===== config.mk =====
export PLATFORM = sky130hd
export DESIGN_NAME = data_cache
export DESIGN_NICKNAME = d
export VERILOG_FILES = /design/src/rtl/data_cache.sv
export SDC_FILE = /design/constraint.sdc
export NUM_CORES = 1
export LEC_CHECK = 0
export BUFFER_PORTS_ARGS = -buffer_cell sky130_fd_sc_hd__buf_2
export CAP_MARGIN = 20
export CORE_UTILIZATION = 35
export DETAILED_ROUTE_END_ITERATION = 12
export PLACE_DENSITY_LB_ADDON = 0.1
export SLEW_MARGIN = 10
export SYNTH_ARGS = -nofsm -noshare
export SYNTH_HDL_FRONTEND = slang
export SYNTH_SLANG_ARGS = --single-unit

===== constraint.sdc =====
create_clock -name clock -period 3.51 [get_ports clock]
set_input_delay 0.1755 -clock clock [delete_from_list [all_inputs] [get_ports clock]]
set_output_delay 0.1755 -clock clock [all_outputs]
set_load 0.01 [all_outputs]

===== src/rtl/data_cache.sv =====
// data_cache: direct-mapped, one-word-line, write-through, no-write-allocate
// data cache between the datapath load/store port and a req/ack memory.
//
// Ports:
//   clock, reset        rising-edge clock, synchronous active-high reset
//   Address             word address from the datapath
//   WriteData           store data
//   MemRead, MemWrite   level requests, held by the core while Stall=1
//   ReadData            load data (combinational on hits and fill bypass)
//   Stall               core must hold its request this cycle
//   mem_req, mem_we     backing-memory request and direction
//   mem_addr, mem_wdata request address/data, stable while mem_req=1
//   mem_ack, mem_rdata  one-cycle completion pulse and read data
//   hit_count           saturating count of loads served from the cache
//   miss_count          saturating count of load misses
module data_cache #(
  parameter int NBITS  = 8,
  parameter int NLINES = 4,
  parameter int CNTW   = 16
) (
  input  logic             clock,
  input  logic             reset,
  input  logic [NBITS-3:0] Address,
  input  logic [NBITS-1:0] WriteData,
  input  logic             MemRead,
  input  logic             MemWrite,
  output logic [NBITS-1:0] ReadData,
  output logic             Stall,
  output logic             mem_req,
  output logic             mem_we,
  output logic [NBITS-3:0] mem_addr,
  output logic [NBITS-1:0] mem_wdata,
  input  logic             mem_ack,
  input  logic [NBITS-1:0] mem_rdata,
  output logic [CNTW-1:0]  hit_count,
  output logic [CNTW-1:0]  miss_count
);

  localparam int IDX = $clog2(NLINES);
  localparam int TAG = NBITS - 2 - IDX;

  typedef enum logic [1:0] {
    IDLE,
    FILL,
    WRITE
  } state_t;

  state_t state_q, state_d;

  logic [NBITS-3:0] addr_q, addr_d;
  logic [NBITS-1:0] wdata_q, wdata_d;
  logic             we_q, we_d;

  logic [NLINES-1:0] valid_q;
  logic [TAG-1:0]    tag_q  [NLINES];
  logic [NBITS-1:0]  data_q [NLINES];

  logic [CNTW-1:0] hit_q, miss_q;

  logic [IDX-1:0] idx;
  logic [TAG-1:0] tag;
  logic [IDX-1:0] m_idx;
  logic [TAG-1:0] m_tag;
  logic           hit;
  logic           fill;
  logic           wupd;
  logic           hit_inc;
  logic           miss_inc;

  assign idx   = Address[IDX-1:0];
  assign tag   = Address[NBITS-3:IDX];
  // Pending transaction's line comes from the latched address.
  assign m_idx = addr_q[IDX-1:0];
  assign m_tag = addr_q[NBITS-3:IDX];

  assign hit = MemRead & valid_q[idx] & (tag_q[idx] == tag);

  assign mem_req    = (state_q != IDLE);
  assign mem_we     = we_q;
  assign mem_addr   = addr_q;
  assign mem_wdata  = wdata_q;
  assign hit_count  = hit_q;
  assign miss_count = miss_q;

  always_comb begin
    state_d  = state_q;
    addr_d   = addr_q;
    wdata_d  = wdata_q;
    we_d     = we_q;
    Stall    = 1'b0;
    ReadData = '0;
    fill     = 1'b0;
    wupd     = 1'b0;
    hit_inc  = 1'b0;
    miss_inc = 1'b0;
    unique case (state_q)
      IDLE: begin
        if (MemWrite) begin
          addr_d  = Address;
          wdata_d = WriteData;
          we_d    = 1'b1;
          Stall   = 1'b1;
          state_d = WRITE;
        end else if (MemRead) begin
          if (hit) begin
            ReadData = data_q[idx];
            hit_inc  = 1'b1;
          end else begin
            addr_d   = Address;
            we_d     = 1'b0;
            Stall    = 1'b1;
            miss_inc = 1'b1;
            state_d  = FILL;
          end
        end
      end
      FILL: begin
        Stall = ~mem_ack;
        if (mem_ack) begin
          ReadData = mem_rdata;
          fill     = 1'b1;
          state_d  = IDLE;
        end
      end
      WRITE: begin
        Stall = ~mem_ack;
        if (mem_ack) begin
          // Write-update only a resident line; never allocate.
          wupd    = valid_q[m_idx] & (tag_q[m_idx] == m_tag);
          state_d = IDLE;
        end
      end
      default: state_d = IDLE;
    endcase
  end

  always_ff @(posedge clock) begin
    if (reset) begin
      state_q <= IDLE;
      addr_q  <= '0;
      wdata_q <= '0;
      we_q    <= 1'b0;
      valid_q <= '0;
      hit_q   <= '0;
      miss_q  <= '0;
    end else begin
      state_q <= state_d;
      addr_q  <= addr_d;
      wdata_q <= wdata_d;
      we_q    <= we_d;
      if (fill) valid_q[m_idx] <= 1'b1;
      if (hit_inc && (hit_q != '1)) hit_q <= hit_q + 1'b1;
      if (miss_inc && (miss_q != '1)) miss_q <= miss_q + 1'b1;
    end
  end

  // Tag/data storage has no reset; a reset aborts any pending update.
  always_ff @(posedge clock) begin
    if (!reset) begin
      if (fill) begin
        tag_q[m_idx]  <= m_tag;
        data_q[m_idx] <= mem_rdata;
      end else if (wupd) begin
        data_q[m_idx] <= wdata_q;
      end
    end
  end

endmodule

; ---- After elaboration in Yosys (flattened, before gate mapping)
; Memory sizes are Yosys's and may differ from the RTL's. A register that Yosys moved wholly into a read port is not among the register bits.
; Index checks and enable logic that the tools add are counted.
; W data, S select, Z words.
[classes]
add_sub_neg = 2
reduce_logical = 10
mux = 46
magnitude_cmp = 3
n_eq_ne = 10
bitwise = 6
[op_table]
columns = operator, count
row1 = $mux W8, 5
row2 = $add A16 B1 Y16 const B, 2
row3 = $ne A16 B16 Y1 const B, 2
row4 = $mux W1, 26
row5 = $mux W6, 3
row6 = $pmux W8 S2, 1
row7 = $mux W2, 6
row8 = $eq A4 B4 Y1, 2
row9 = $lt A2 B3 Y1 const B, 2
row10 = $ne A3 B3 Y1 const B, 2
row11 = $reduce_and A3 Y1, 2
row12 = $bmux W1 S2, 2
row13 = $or A4 B4 Y4, 1
row14 = $pmux W2 S2, 1
row15 = $reduce_bool A2 Y1, 2
row16 = $and A1 B1 Y1, 3
row17 = $logic_and A1 B1 Y1, 3
row18 = $demux W1 S2, 1
row19 = $eq A2 B1 Y1 const B, 1
row20 = $eq A2 B2 Y1 const B, 1
row21 = $ge A2 B1 Y1 const B, 1
row22 = $logic_not A2 Y1, 1
row23 = $ne A2 B1 Y1 const B, 1
row24 = $ne A2 B2 Y1 const B, 1
row25 = 5 further kinds, 5
[totals]
elab_cells = 86
reg_bits = 53
mem_bits_rw = 48
memories = 2
output_inout_bits = 57
in_bits = 27
[memory_table]
columns = memory, depth, word_bits, rd, rd_ports_with_merged_regs, wr, line_no
row1 = data_q, 4, 8, 1, 0, 1, 56  ; logic [NBITS-1:0] data_q [NLINES];
row2 = tag_q, 4, 4, 2, 1, 1, 55  ; logic [TAG-1:0] tag_q [NLINES];

; ---- Longest topological paths before layout
; Gate-level depths: netlist of run 1.
[logic_depth]
ltp_word = 10
ltp_mapped = 10
mapped_depth_nobuf = 8

; ---- Least setup slack after synthesis of run 1
; OpenSTA, ideal clock, no wires.
[synth_path]
path_type = reg-to-reg
start = register with a tool-made name
end = memory data_q[0][0] (enable)
stages_incl_launch_ff = 6
t_required_ns = 3.127
n_path_buf = 0
arrival_time_ns = 2.599
slack_ns = 0.528
period_less_slack_ns = 2.982
cell_sequence = dfxtp_1 mux4_2 xor2_1 nor4_2 a21oi_1 nor3_1
[synth_lines]
columns = element, line_no
row1 = to (decl), 56

; ---- Worst setup path in the final report of run 1
[layout_path]
start = register hit_q[3], in the netlist hit_count[3]
end = register hit_q[13], in the netlist hit_count[13]
[layout_between]
elab_chain_len = 2
word_cells_on_any_way = 3
classes_between = add/sub: 1 / eq/ne: 1 / reduce/logical: 1
[layout_rtl]
columns = element, line_no
row1 = from (decl), 58  ; logic [CNTW-1:0] hit_q, miss_q;
row2 = from (signal assigned), 152  ; if (hit_inc && (hit_q != '1)) hit_q <= hit_q + 1'b1;
row3 = branches (longest 2 deep; another with $add A16 B1 Y16), -
; Parallel ways; which one is timed is not known.
; A chain may end at the register's enable or synchronous reset.

==> results of run 1 <==
## cells in the final DEF (no fill, tap or decap), drive strengths merged, types with 5 or more instances in the layout
master	instances
dfxtp	55
nor3	6
a32o	8
nor2	19
mux2i	15
mux2	18
mux4	14
buf	92
clkbuf	12
a21oi	28
inv	5
nand2b	5
nand2	47
xor2	7
nand3	13
o41ai	5
ha	6
nor2b	9
o21ai	8
nor4	11
or4	15
o31ai	12
nand4	8
edfxtp	48
## sequential cells by signal (all words and copies together) (netlist names), named ones only
register	count
state_q	2
hit_count	16
miss_count	16
valid_q	4
mem_we	1
tag_q	16
mem_addr	6
data_q	32
mem_wdata	8
## kinds of logic (layout without fill, tap and decap cells)
kind of cell,count (synthesis),after routing,share of synthesized area
AO/OA/AOI/OAI,77,77,0.109
XOR/XNOR,11,11,0.0199
adder cells (fa/ha/maj),6,6,0.0155
buffers and inverters,30,114,0.0262
flip-flops,103,103,0.526
multiplexers,47,47,0.138
AND/OR/NAND/NOR,151,151,0.165
## where the power goes
part | total (W) | switching [W] | leakage [nW] | internal [W]
Combinational | 0.000231 | 0.000134 | 1.15 | 0.0000968
Clock | 0.00108 | 0.000436 | 0.150 | 0.000643
Sequential | 0.00132 | 0.0000351 | 0.879 | 0.00128
## final cells by class
cell class,instances,area share
Sequential cell,103,0.442
Clock buffer,12,0.0429
Clock inverter,4,0.0124
Timing Repair Buffer,92,0.0840
Tap cell,176,0.0383
Multi-Input combinational cell,292,0.376
Inverter,6,0.00392
## worst max-delay path, stage by stage, from the launching register on
cell     delay (ns)
dfxtp_1        0.43
nand4_1        0.29
or2_2          0.43
o41ai_1        0.40
a211o_1        0.70
nor4_1         0.14
mux2_2         0.30
## routing by layer
| metal | vias up | wire [um] |
|---|---|---|
| li1 | 1779 | - |
| met1 | 1774 | 5640 |
| met2 | 83 | 5600 |
| met3 | 10 | 505 |
| met4 | 0 | 170 |
| met5 | - | 0 |
## path summary, 6_finish.rpt
path | to | slack (ns) | cells past startpoint
setup / recovery | hit_count[13]$_SDFFE_PP0P_ | 0.71 | 6
hold / removal | mem_wdata[2]$_SDFFE_PP0P_ | 0.07 | 3
setup reg to reg | hit_count[13]$_SDFFE_PP0P_ | 0.71 | 6
hold reg to reg | mem_wdata[0]$_SDFFE_PP0P_ | 0.48 | 2
## through the flow
stage / cell area [um^2] / util / power (W) / worst slack [ns]
global placement: 5430 / 0.407 / 0.00158 / 0.635
floorplan: 4830 / - / 0.00148 / 0.528
finish: 5750 / 0.431 / 0.00263 / 0.707
detailed placement: 5430 / 0.407 / 0.00158 / 0.547
CTS: 5750 / 0.431 / 0.00266 / 0.696
global route: 5750 / 0.431 / 0.00273 / 0.445
==> impl_summary.log, run 1 <==
[metrics] hold crit path type: in -> reg
[metrics] Post-Route Setup TNS: 0 ns
[metrics] top-area cell type share of the netlist area: 0.298
[metrics] global placement routability congestion: 0.735
[metrics] Max Fclk: 357 MHz
[metrics] horizontal die dimension: approximately 120 um
[metrics] maximum number of pins on one net before global-route repair: between 40 and 50
[metrics] Critical Path RT: 3.74 ns
[metrics] met3 demand-to-capacity share in global routing: 0.0273
[metrics] EDFF count, synth: between 40 and 50
[metrics] max capacitance violation total: 0
[metrics] wire length of the first global-routing pass: 18.9 mm
[metrics] most used routing layer: met2
[metrics] Setup crit start kind: flip-flop
[metrics] instance count of the mapped netlist: between 400 and 500
[metrics] Net count, final: 537
[metrics] FP Rows: 42
[metrics] Synth area leader: edfxtp_1
[metrics] filler-free cell count of the finished design: 685
[metrics] top-count cell post-synth: dfxtp_1
[metrics] floorplan die height: roughly 120 um
[metrics] max-slew headroom at the worst pin: 0.373
[metrics] Syn Nets: 458
[metrics] count of unresolved DRC violations after routing: 0
[metrics] antenna diode instance count: 0
[metrics] primary flip-flop cell chosen by synthesis mapping: dfxtp_1
[metrics] Worst Path Max Fanout: 29
[metrics] launch instance of the worst min-delay path: WriteData[2]
[metrics] average wire per standard cell: 17.4 um
[metrics] area of the core: between 10000 and 15000 um^2
[metrics] buffer type at the clock tree root: clkbuf_16
[metrics] CTS Hold Bufs: 0
[metrics] die footprint: 14300 um^2
[metrics] final count of negative-setup-slack endpoints: 0
[metrics] clock-pin transition on the worst setup and hold timing paths: 0.07 ns
[metrics] cell types with the highest counts after synthesis: dfxtp_1, edfxtp_1, nand2_1, a21oi_1, nor2_1
[metrics] Initial Util: 0.362
[metrics] number of buffers added by the clock tree synthesis step: 9
[metrics] vias: roughly 3600
[metrics] met1 track demand over resource: 0.239
[metrics] Final Hold Violating Endpoints: 0
[metrics] Power per Cell Area: 457 nW/um^2
[metrics] Worst IR Drop VDD: roughly 0.00022 V
[metrics] measured slew at the worst slew-check pin: 0.941 ns
[metrics] initial antenna violation count: 0
[metrics] setup repair after global routing missed its margin: false
[metrics] clock tree from TritonCTS: yes
[metrics] sequential share of the synthesized area: 0.526
[metrics] number of placed I/O pins: 84
[metrics] number of max-slew violations in the final report: 0
[metrics] Mapped Avg Cell Area: 11.4 um^2
[metrics] clock latency on the worst-skew pair: 0.35 ns
[metrics] Tcrit/Tclk final: 0.799
[metrics] number of different library cells in the post-synthesis netlist: between 40 and 50
[metrics] Crit Reg-Reg Startpoint: hit_count[3]$_SDFFE_PP0P_
[metrics] number of iterations in the first detailed-routing pass: 5
[metrics] CP Data Arrival Time: 3.04 ns
[metrics] number of buffer cells added on primary ports: 83
[metrics] number of global-route vias before repair: 3444
[metrics] Clock Skews: 0.00738 ns
[metrics] overflow left after global routing: 0
[metrics] sum of routed wire length over all layers: 11.9 mm
[metrics] post-placement cell count: 669
[metrics] share of final-layout standard cells stronger than drive strength 1: 0.281
[metrics] Post-Synthesis Cell Area: 4830 um^2
[metrics] total of warnings raised by yosys: 0
[metrics] Fillers: ~1300
[metrics] async set-or-reset flop fraction in the synthesized netlist: 0
[metrics] number of storage elements in the synthesis netlist: slightly above 100
[metrics] area grow syn2layout: 19.1%
[metrics] Clock Tree Buf Depth: 2
[metrics] CTS sink count: 103
[metrics] area of the multi-input gates: 2160 um^2
[metrics] area taken by flip-flops and latches: 2540 um^2
[metrics] crit path from: hit_count[3]$_SDFFE_PP0P_
[metrics] final worst path period need: approximately 2.8 ns
[metrics] Post-CTS Resized: 0
[metrics] nature of the critical path endpoint: flip-flop
[metrics] 1st-iter DRT viols: between 200 and 250
[metrics] vias per std cell: 5.32
[metrics] worst setup path category: reg -> reg
[metrics] met2 usage in global routing: 0.272
[metrics] GRT Resource Usage Total: 0.174
[metrics] half-perimeter wire length of the detailed placement result: 8.22 mm
[metrics] setup repair bufs after CTS: 0
[metrics] # H-tree levels: 3
[metrics] run status: completed
[metrics] Synth area leaders: edfxtp_1, dfxtp_1, mux4_2, mux2_2, nand2_1
[metrics] Leakage: 2.18 nW
[metrics] worst hold slack: 0.0669 ns
[metrics] final antenna-violating net count: 0
(Power assumes the default switching activity.)
==> inputs of run 2 (changes only) <==
- ABC_AREA: not set -> 1
- clock period: 3.51 -> 2.53 ns (I/O delays scaled with it)
==> impl_summary.log, run 2 <==
[metrics] run status: completed
[metrics] wire length of the first global-routing pass: 21.1 mm (+12%)
[metrics] Net count, final: 731 (+36%)
[metrics] number of storage elements in the synthesis netlist: 103 (unchanged)
[metrics] area taken by flip-flops and latches: 2540 um^2 (unchanged)
[metrics] Buf+Inv Stages, Crit Path: 1 (+1)
[metrics] Post-Route Setup TNS: 0 ns (unchanged)
[metrics] total of warnings raised by yosys: 0 (unchanged)
[metrics] number of instances on the worst hold path: 3 (unchanged)
[metrics] Leakage: 2.40 nW (+10%)
[metrics] setup repair after global routing missed its margin: false
[metrics] share of final-layout standard cells stronger than drive strength 1: 0.182 (-0.0989)
[metrics] clock latency on the worst-skew pair: 0.36 ns (about the same)
[metrics] top register by number of flip-flops: data_q
[metrics] most common cell after layout, fill and taps aside: nand2_1
[metrics] Crit Reg-Reg Startpoint: miss_count[0]$_SDFFE_PP0P_
[metrics] 1st-iter DRT viols: 298 (+27%)
[metrics] Hold EP: mem_addr[5]$_SDFFE_PP0P_
[metrics] overflow left after global routing: 0 (unchanged)
[metrics] instance count of the mapped netlist: 612 (+44%)
[metrics] crit-path cells: nand2_1, nand3_1, nand3b_1, nand2_1, nor2_2, nand3_4, nor2_8, a22o_1, buf_2
[metrics] number of buffers added by the clock tree synthesis step: 9 (unchanged)
[metrics] GRT Resource Usage Total: 0.185 (+0.0116)
[metrics] Initial Util: 0.362 (+0.000640)
[metrics] CTS Hold Bufs: 0 (unchanged)
[metrics] Post-CTS Resized: 0 (unchanged)
[metrics] R2R Setup Slk: 0.46 ns (-0.25 ns)
[metrics] Power per Cell Area: 595 nW/um^2 (+30%)
[metrics] maximum number of pins on one net before global-route repair: 32 (-35%)
[metrics] slowest cell on the critical path: edfxtp_1
[metrics] worst hold slack: 0.0449 ns (-0.0220 ns)
[metrics] average wire per standard cell: 15.1 um (-13%)
[metrics] top-count cell post-synth: nand2_1
[metrics] Tcrit/Tclk final: 0.838
[metrics] area of the multi-input gates: 2210 um^2 (+2.1%)
[metrics] Max Fclk: roughly 470 MHz
[metrics] Fillers: 1398 (+6.8%)
[metrics] antenna diode instance count: 0 (unchanged)
[metrics] max capacitance violation total: 0 (unchanged)
[metrics] launch instance of the worst min-delay path: Address[5]
[metrics] flip-flop count of the largest register after layout: 32 (unchanged)
[metrics] FP Rows: 43 (+2.4%)
[metrics] Critical Path RT: 2.40 ns (-1.34 ns)
[metrics] vias: 4407 (+21%)
[metrics] setup repair bufs after CTS: 0 (unchanged)
[metrics] die footprint: 15000 um^2 (+5.3%)
[metrics] register share of total power: 0.514 (+0.012)
[metrics] area grow syn2layout: 17.8%
[metrics] Worst Path Max Fanout: 10 (-66%)
[metrics] max-slew headroom at the worst pin: 0.663 (+0.290)
[metrics] sum of routed wire length over all layers: 13.4 mm (+12%)
[metrics] number of different library cells in the post-synthesis netlist: 36 (-20%)
[metrics] Synth area leaders: edfxtp_1, dfxtp_1, nand2_1, nor2_1, xor2_1
[metrics] Clock Skews: 0.00970 ns (+0.00232 ns)
[metrics] instance count on the critical path: 9 (+3)
[metrics] number of placed I/O pins: 84 (unchanged)
[metrics] horizontal die dimension: 123 um (+2.6%)
[metrics] Worst path top cell family by delay: simple AND/OR/NAND/NOR gates
[metrics] number of max-slew violations in the final report: 0 (unchanged)
[metrics] switching power total: 0.000941 W (+55%)
[metrics] nature of the critical path endpoint: output port
[metrics] clock-pin transition on the worst setup and hold timing paths: 0.07 ns (about the same)
[metrics] highest-count cells in the layout ignoring fill and taps: nand2_1, buf_2, nor2_1
[metrics] Setup crit start kind: flip-flop
[metrics] switching part of the total: 0.263 (+0.0332)
[metrics] sequential share of the synthesized area: 0.500 (-0.0269)
[metrics] global placement routability congestion: 0.831 (+13%)
[metrics] measured slew at the worst slew-check pin: 0.504 ns (-0.437 ns)
[metrics] highest cell delay on the worst timing path: 0.42 ns (-0.28 ns)
[metrics] initial antenna violation count: 0 (unchanged)
[metrics] Worst IR Drop VDD: 0.000329 V (+50%)
[metrics] floorplan die height: 123 um (+2.6%)
[metrics] cell types with the highest counts after synthesis: nand2_1, nor2_1, dfxtp_1, edfxtp_1, inv_1
[metrics] CP Data Arrival Time: 1.99 ns (-1.05 ns)
[metrics] Post-Synthesis Cell Area: 5090 um^2 (+5.4%)
[metrics] buffer type at the clock tree root: clkbuf_16
[metrics] final antenna-violating net count: 0 (unchanged)
[metrics] half-perimeter wire length of the detailed placement result: 9.63 mm (+17%)
[metrics] hold crit path type: in -> reg
[metrics] crit-path most repeated cell: nand2_1
[metrics] number of iterations in the first detailed-routing pass: 4 (-1)
[metrics] number of buffer cells added on primary ports: 83 (unchanged)
[metrics] vias per std cell: 4.99 (-6.2%)
[metrics] clock tree from TritonCTS: yes
[metrics] primary flip-flop cell chosen by synthesis mapping: dfxtp_1
[metrics] R2R cell count: 11 (+5)
[metrics] count of unresolved DRC violations after routing: 0 (unchanged)
[metrics] Mapped Avg Cell Area: 8.32 um^2 (-27%)
[metrics] clock power share: 0.373 (-0.037)
[metrics] final count of negative-setup-slack endpoints: 0 (unchanged)
[metrics] Synth area leader: edfxtp_1
[metrics] final worst path period need: between 2 and 2.5 ns
[metrics] Syn Nets: 645 (+41%)
[metrics] worst setup path category: reg -> out
[metrics] cell-internal power: 0.00263 W (+30%)
[metrics] Clock Tree Buf Depth: 2 (unchanged)
[metrics] top-area cell type share of the netlist area: 0.283 (-0.0153)
[metrics] area of the core: 14000 um^2 (+5.2%)
[metrics] combinational power share: 0.113 (+0.025)
[metrics] EDFF count, synth: 48 (unchanged)
[metrics] async set-or-reset flop fraction in the synthesized netlist: 0 (unchanged)
[metrics] reg-to-reg critical path endpoint: miss_count[15]$_SDFFE_PP0P_
[metrics] number of global-route vias before repair: 3981 (+16%)
[metrics] CTS sink count: 103 (unchanged)
[metrics] # H-tree levels: 3 (unchanged)
[metrics] Final Hold Violating Endpoints: 0 (unchanged)
==> run 2: changes by cell type after synthesis, moves of 14 or more <==
cell     before  now
xor2_1        7   26
mux2i_1      15    0
nor2_1       19   68
o21ai_0       8   32
nand2_1      47  134
nand3_1      13   43
inv_1         5   48
mux4_2       14    0
or4_1        14    0
mux2_2       16    0
==> run 2: per-layer routing <==
metal | vias to the layer above | wire length, um | track usage
li1 | 2240 | - | -
met1 | 2053 | 6300 | 0.252
met2 | 102 | 6250 | 0.295
met3 | 12 | 637 | 0.0446
met4 | 0 | 168 | 0.0473
met5 | - | 0 | 0
==> run 2: final cells by class <==
class | instances | area share
Clock buffer | 12 | 0.0411
Clock inverter | 4 | 0.00501
Inverter | 53 | 0.0332
Multi-Input combinational cell | 431 | 0.369
Sequential cell | 103 | 0.424
Tap cell | 180 | 0.0376
Timing Repair Buffer | 100 | 0.0906
==> run 2: logic make-up after synthesis <==
family                   count (synthesis)  synth area share
AO/OA/AOI/OAI                          105             0.115
XOR/XNOR                                30            0.0516
buffers and inverters                   78            0.0664
AND/OR/NAND/NOR                        290             0.253
flip-flops                             103             0.500
adder cells (fa/ha/maj)                  6            0.0147
==> run 2: how the worst max path moves through the flow <==
stage | start | end | slack, ns
floorplan | flip-flop | data_q[2][0]$_DFFE_PP_ | 0.50
global placement | Address[0] | miss_count[1]$_SDFFE_PP0P_ | 0.37
detailed placement | Address[0] | miss_count[1]$_SDFFE_PP0P_ | 0.28
CTS | tag_q[1][0]$_DFFE_PP_ | ReadData[5] | 0.39
global route | miss_count[0]$_SDFFE_PP0P_ | miss_count[15]$_SDFFE_PP0P_ | 0.26
finish | tag_q[1][0]$_DFFE_PP_ | ReadData[5] | 0.41
==> run 2: power by group through the flow <==
stage	logic (W)	registers [W]	clock network, W
global route	0.000458	0.00184	0.00143
floorplan	0.000251	0.00187	0
finish	0.000404	0.00183	0.00133
detailed placement	0.000408	0.00187	0
global placement	0.000401	0.00187	0
CTS	0.000409	0.00183	0.00138
==> run 2: worst reg2reg max path: stages (launching register included) <==
cell,delay [ns]
dfxtp_1,0.43
ha_1,0.23
nand2_1,0.10
nor3_2,0.28
nand2_1,0.13
nor2_1,0.11
nand3_1,0.12
nand3_2,0.32
nand2_1,0.09
o21ai_1,0.09
inv_1,0.05
nor2_1,0.07
==> run 2: through the flow <==
step,setup slack [ns],instance area (um^2),util,instances,power [W]
2_1_floorplan,0.495,5090,-,612,0.00212
3_3_place_gp,0.370,5720,0.407,867,0.00227
6_report,0.410,6000,0.427,883,0.00357
4_1_cts,0.385,6000,0.427,883,0.00362
5_1_grt,0.261,6000,0.427,883,0.00373
3_5_place_dp,0.285,5720,0.407,867,0.00228
==> inputs of run 3 (changes only) <==
- clock period: 2.53 -> 2 ns (I/O delays scaled with it)
==> impl_summary.log, run 3 (synthesis results as in run 2) <==
[metrics] number of instances on the worst hold path: 3 (unchanged)
[metrics] highest-count cells in the layout ignoring fill and taps: nand2_1, buf_2, nor2_1
[metrics] Crit Reg-Reg Startpoint: tag_q[3][0]$_DFFE_PP_
[metrics] vias: 4490 (+1.9%)
[metrics] half-perimeter wire length of the detailed placement result: 9.71 mm (+0.76%)
[metrics] Hold EP: mem_addr[2]$_SDFFE_PP0P_
[metrics] number of placed I/O pins: 84 (unchanged)
[metrics] most common cell after layout, fill and taps aside: nand2_1
[metrics] Max Used Layer: met4
[metrics] Clock Skews: 0.00713 ns (-0.00257 ns)
[metrics] area grow syn2layout: 25.1%
[metrics] worst setup path category: reg -> out
[metrics] Final Hold Violating Endpoints: 0 (unchanged)
[metrics] FP Rows: 43 (unchanged)
[metrics] 1st-iter DRT viols: 371 (+24%)
[metrics] Leakage: 2.58 nW (+7.6%)
[metrics] wire length of the first global-routing pass: 21.5 mm (+1.9%)
[metrics] Critical Path RT: 1.90 ns (-0.50 ns)
[metrics] flip-flop count of the largest register after layout: 32 (unchanged)
[metrics] horizontal die dimension: 123 um (unchanged)
[metrics] initial antenna violation count: 0 (unchanged)
[metrics] number of buffer cells added on primary ports: 83 (unchanged)
[metrics] top register by number of flip-flops: data_q
[metrics] global placement routability congestion: 0.874 (+5.1%)
[metrics] area of the core: 14000 um^2 (unchanged)
[metrics] post-route setup slack: -0.0680 ns (-0.478 ns)
[metrics] CTS sink count: 103 (unchanged)
[metrics] average wire per standard cell: 15.1 um (-0.34%)
[metrics] final antenna-violating net count: 0 (unchanged)
[metrics] Post-Route Setup TNS: -0.247 ns (-0.247 ns)
[metrics] Max Fclk: between 400 and 500 MHz
[metrics] measured slew at the worst slew-check pin: 0.511 ns (+0.00646 ns)
[metrics] hold crit path type: in -> reg
[metrics] maximum number of pins on one net before global-route repair: 30 (-6.3%)
[metrics] R2R Setup Slk: 0.02 ns (-0.44 ns)
[metrics] buffer type at the clock tree root: clkbuf_16
[metrics] met2 routed WL: 6.28 mm (+0.46%)
[metrics] max-slew headroom at the worst pin: 0.657 (-0.00568)
[metrics] violated checks: setup timing
[metrics] Net count, final: 760 (+4.0%)
[metrics] # H-tree levels: 3 (unchanged)
[metrics] clock latency on the worst-skew pair: 0.36 ns (about the same)
[metrics] Worst Path Max Fanout: 4 (-6)
[metrics] final count of negative-setup-slack endpoints: 7 (+7)
[metrics] length of routed wiring on met1: 6.67 mm (+5.9%)
[metrics] setup repair after global routing missed its margin: true
[metrics] number of buffers added by the clock tree synthesis step: 9 (unchanged)
[metrics] Fillers: 1414 (+1.1%)
[metrics] sum of routed wire length over all layers: 13.7 mm (+2.9%)
[metrics] Tcrit/Tclk final: 1.03
[metrics] number of iterations in the first detailed-routing pass: 5 (+1)
[metrics] clock tree from TritonCTS: yes
[metrics] floorplan die height: 123 um (unchanged)
[metrics] Clock Tree Buf Depth: 2 (unchanged)
[metrics] vias per std cell: 4.92 (-1.4%)
[metrics] max capacitance violation total: 0 (unchanged)
[metrics] share of final-layout standard cells stronger than drive strength 1: 0.246 (+0.0638)
[metrics] clock-pin transition on the worst setup and hold timing paths: 0.07 ns (about the same)
[metrics] Worst IR Drop VDD: 0.000342 V (+3.7%)
[metrics] Initial Util: 0.362 (unchanged)
[metrics] antenna diode instance count: 0 (unchanged)
[metrics] pre-CTS WS: 0.0151 ns (-0.270 ns)
[metrics] DR WL met3: 648 um (+1.7%)
[metrics] reg-to-reg critical path endpoint: hit_count[3]$_SDFFE_PP0P_
[metrics] Power per Cell Area: 739 nW/um^2 (+24%)
[metrics] run status: finished with violations
[metrics] Setup crit start kind: flip-flop
[metrics] number of global-route vias before repair: 4182 (+5.0%)
[metrics] R2R cell count: 11 (unchanged)
[metrics] GRT Resource Usage Total: 0.189 (+0.00321)
[metrics] die footprint: 15000 um^2 (unchanged)
[metrics] nature of the critical path endpoint: output port
[metrics] number of max-slew violations in the final report: 0 (unchanged)
[metrics] CP Data Arrival Time: 1.97 ns (-0.02 ns)
[metrics] final worst path period need: 2.07 ns
[metrics] Total Power Consumption: 0.00471 W (+32%)
[metrics] launch instance of the worst min-delay path: Address[2]
[metrics] count of unresolved DRC violations after routing: 0 (unchanged)
[metrics] overflow left after global routing: 0 (unchanged)
-- run 3: cell types whose count changed in the layout (fill, tap and decap cells not counted), moves of 5 or more --
| cell | change |
|---|---|
| nand2_2 | +5 |
| nor2_1 | -5 |
| buf_4 | +21 |
| buf_6 | +6 |
| nand3_1 | -6 |
| nand2_1 | -6 |
| nand3_2 | +5 |
-- run 3: worst max path at each step --
stage / from / end / slack, ns / depth (start not counted)
after floorplan: flip-flop / data_q[2][0]$_DFFE_PP_ / -0.03 / 11
after global placement: state_q[1]$_SDFFE_PP0P_ / data_q[3][7]$_DFFE_PP_ / -0.007 / 10
after detailed placement: state_q[1]$_SDFFE_PP0P_ / data_q[3][2]$_DFFE_PP_ / 0.02 / 10
after CTS: tag_q[3][0]$_DFFE_PP_ / ReadData[5] / -0.06 / 9
after global routing: tag_q[3][0]$_DFFE_PP_ / ReadData[4] / -0.19 / 9
final: tag_q[3][0]$_DFFE_PP_ / ReadData[4] / -0.07 / 9
-- run 3: stage by stage --
| step | cells | hold WS [ns] | util | cell area, um^2 |
|---|---|---|---|---|
| 2_1_floorplan | 612 | 0.235 | - | 5090 |
| 3_3_place_gp | 882 | 0.369 | 0.415 | 5830 |
| 3_5_place_dp | 882 | 0.375 | 0.415 | 5830 |
| 4_1_cts | 909 | 0.00394 | 0.447 | 6280 |
| 5_1_grt | 912 | 0.0173 | 0.453 | 6370 |
| 6_report | 912 | 0.00876 | 0.453 | 6370 |
-- run 3: critical path, cell delays in order (launching register included) --
cell      delay [ns]
edfxtp_1        0.42
nand2_1         0.11
nand3_2         0.07
nand3b_1        0.11
nand2_2         0.09
nor2_4          0.15
nand3_4         0.15
nor2_4          0.23
a22o_1          0.15
buf_2           0.12
-- run 3: cell type report --
| type | count | area, um^2 | share of cell area |
|---|---|---|---|
| inverter | 53 | 199 | 0.0312 |
| clock inverter | 7 | 78.8 | 0.0124 |
| multi-input combinational | 432 | 2310 | 0.363 |
| clock buffer | 9 | 225 | 0.0354 |
| sequential | 103 | 2550 | 0.400 |
| timing repair buffer | 128 | 778 | 0.122 |
| tap | 180 | 225 | 0.0354 |
-- run 3: power by group --
part           total (W)  internal, W  leakage, nW  switching [W]
clock            0.00183     0.000987        0.146       0.000840
combinational   0.000559     0.000200         1.55       0.000359
sequential       0.00232      0.00227        0.883      0.0000531
-- run 3: metal layers --
| metal | up-vias | global-route usage |
|---|---|---|
| li1 | 2301 | - |
| met1 | 2082 | 0.263 |
| met2 | 96 | 0.294 |
| met3 | 11 | 0.0414 |
| met4 | 0 | 0.0503 |
| met5 | - | 0 |
-- run 3: repair_timing --
item,CTS,global route
hold buffers,1,0
setup buffers,10,3
gates cloned,1,0
endpoints found under the hold margin,1,0
resized for setup,12,22
pin swaps,14,19
endpoints found under the setup margin,9,93
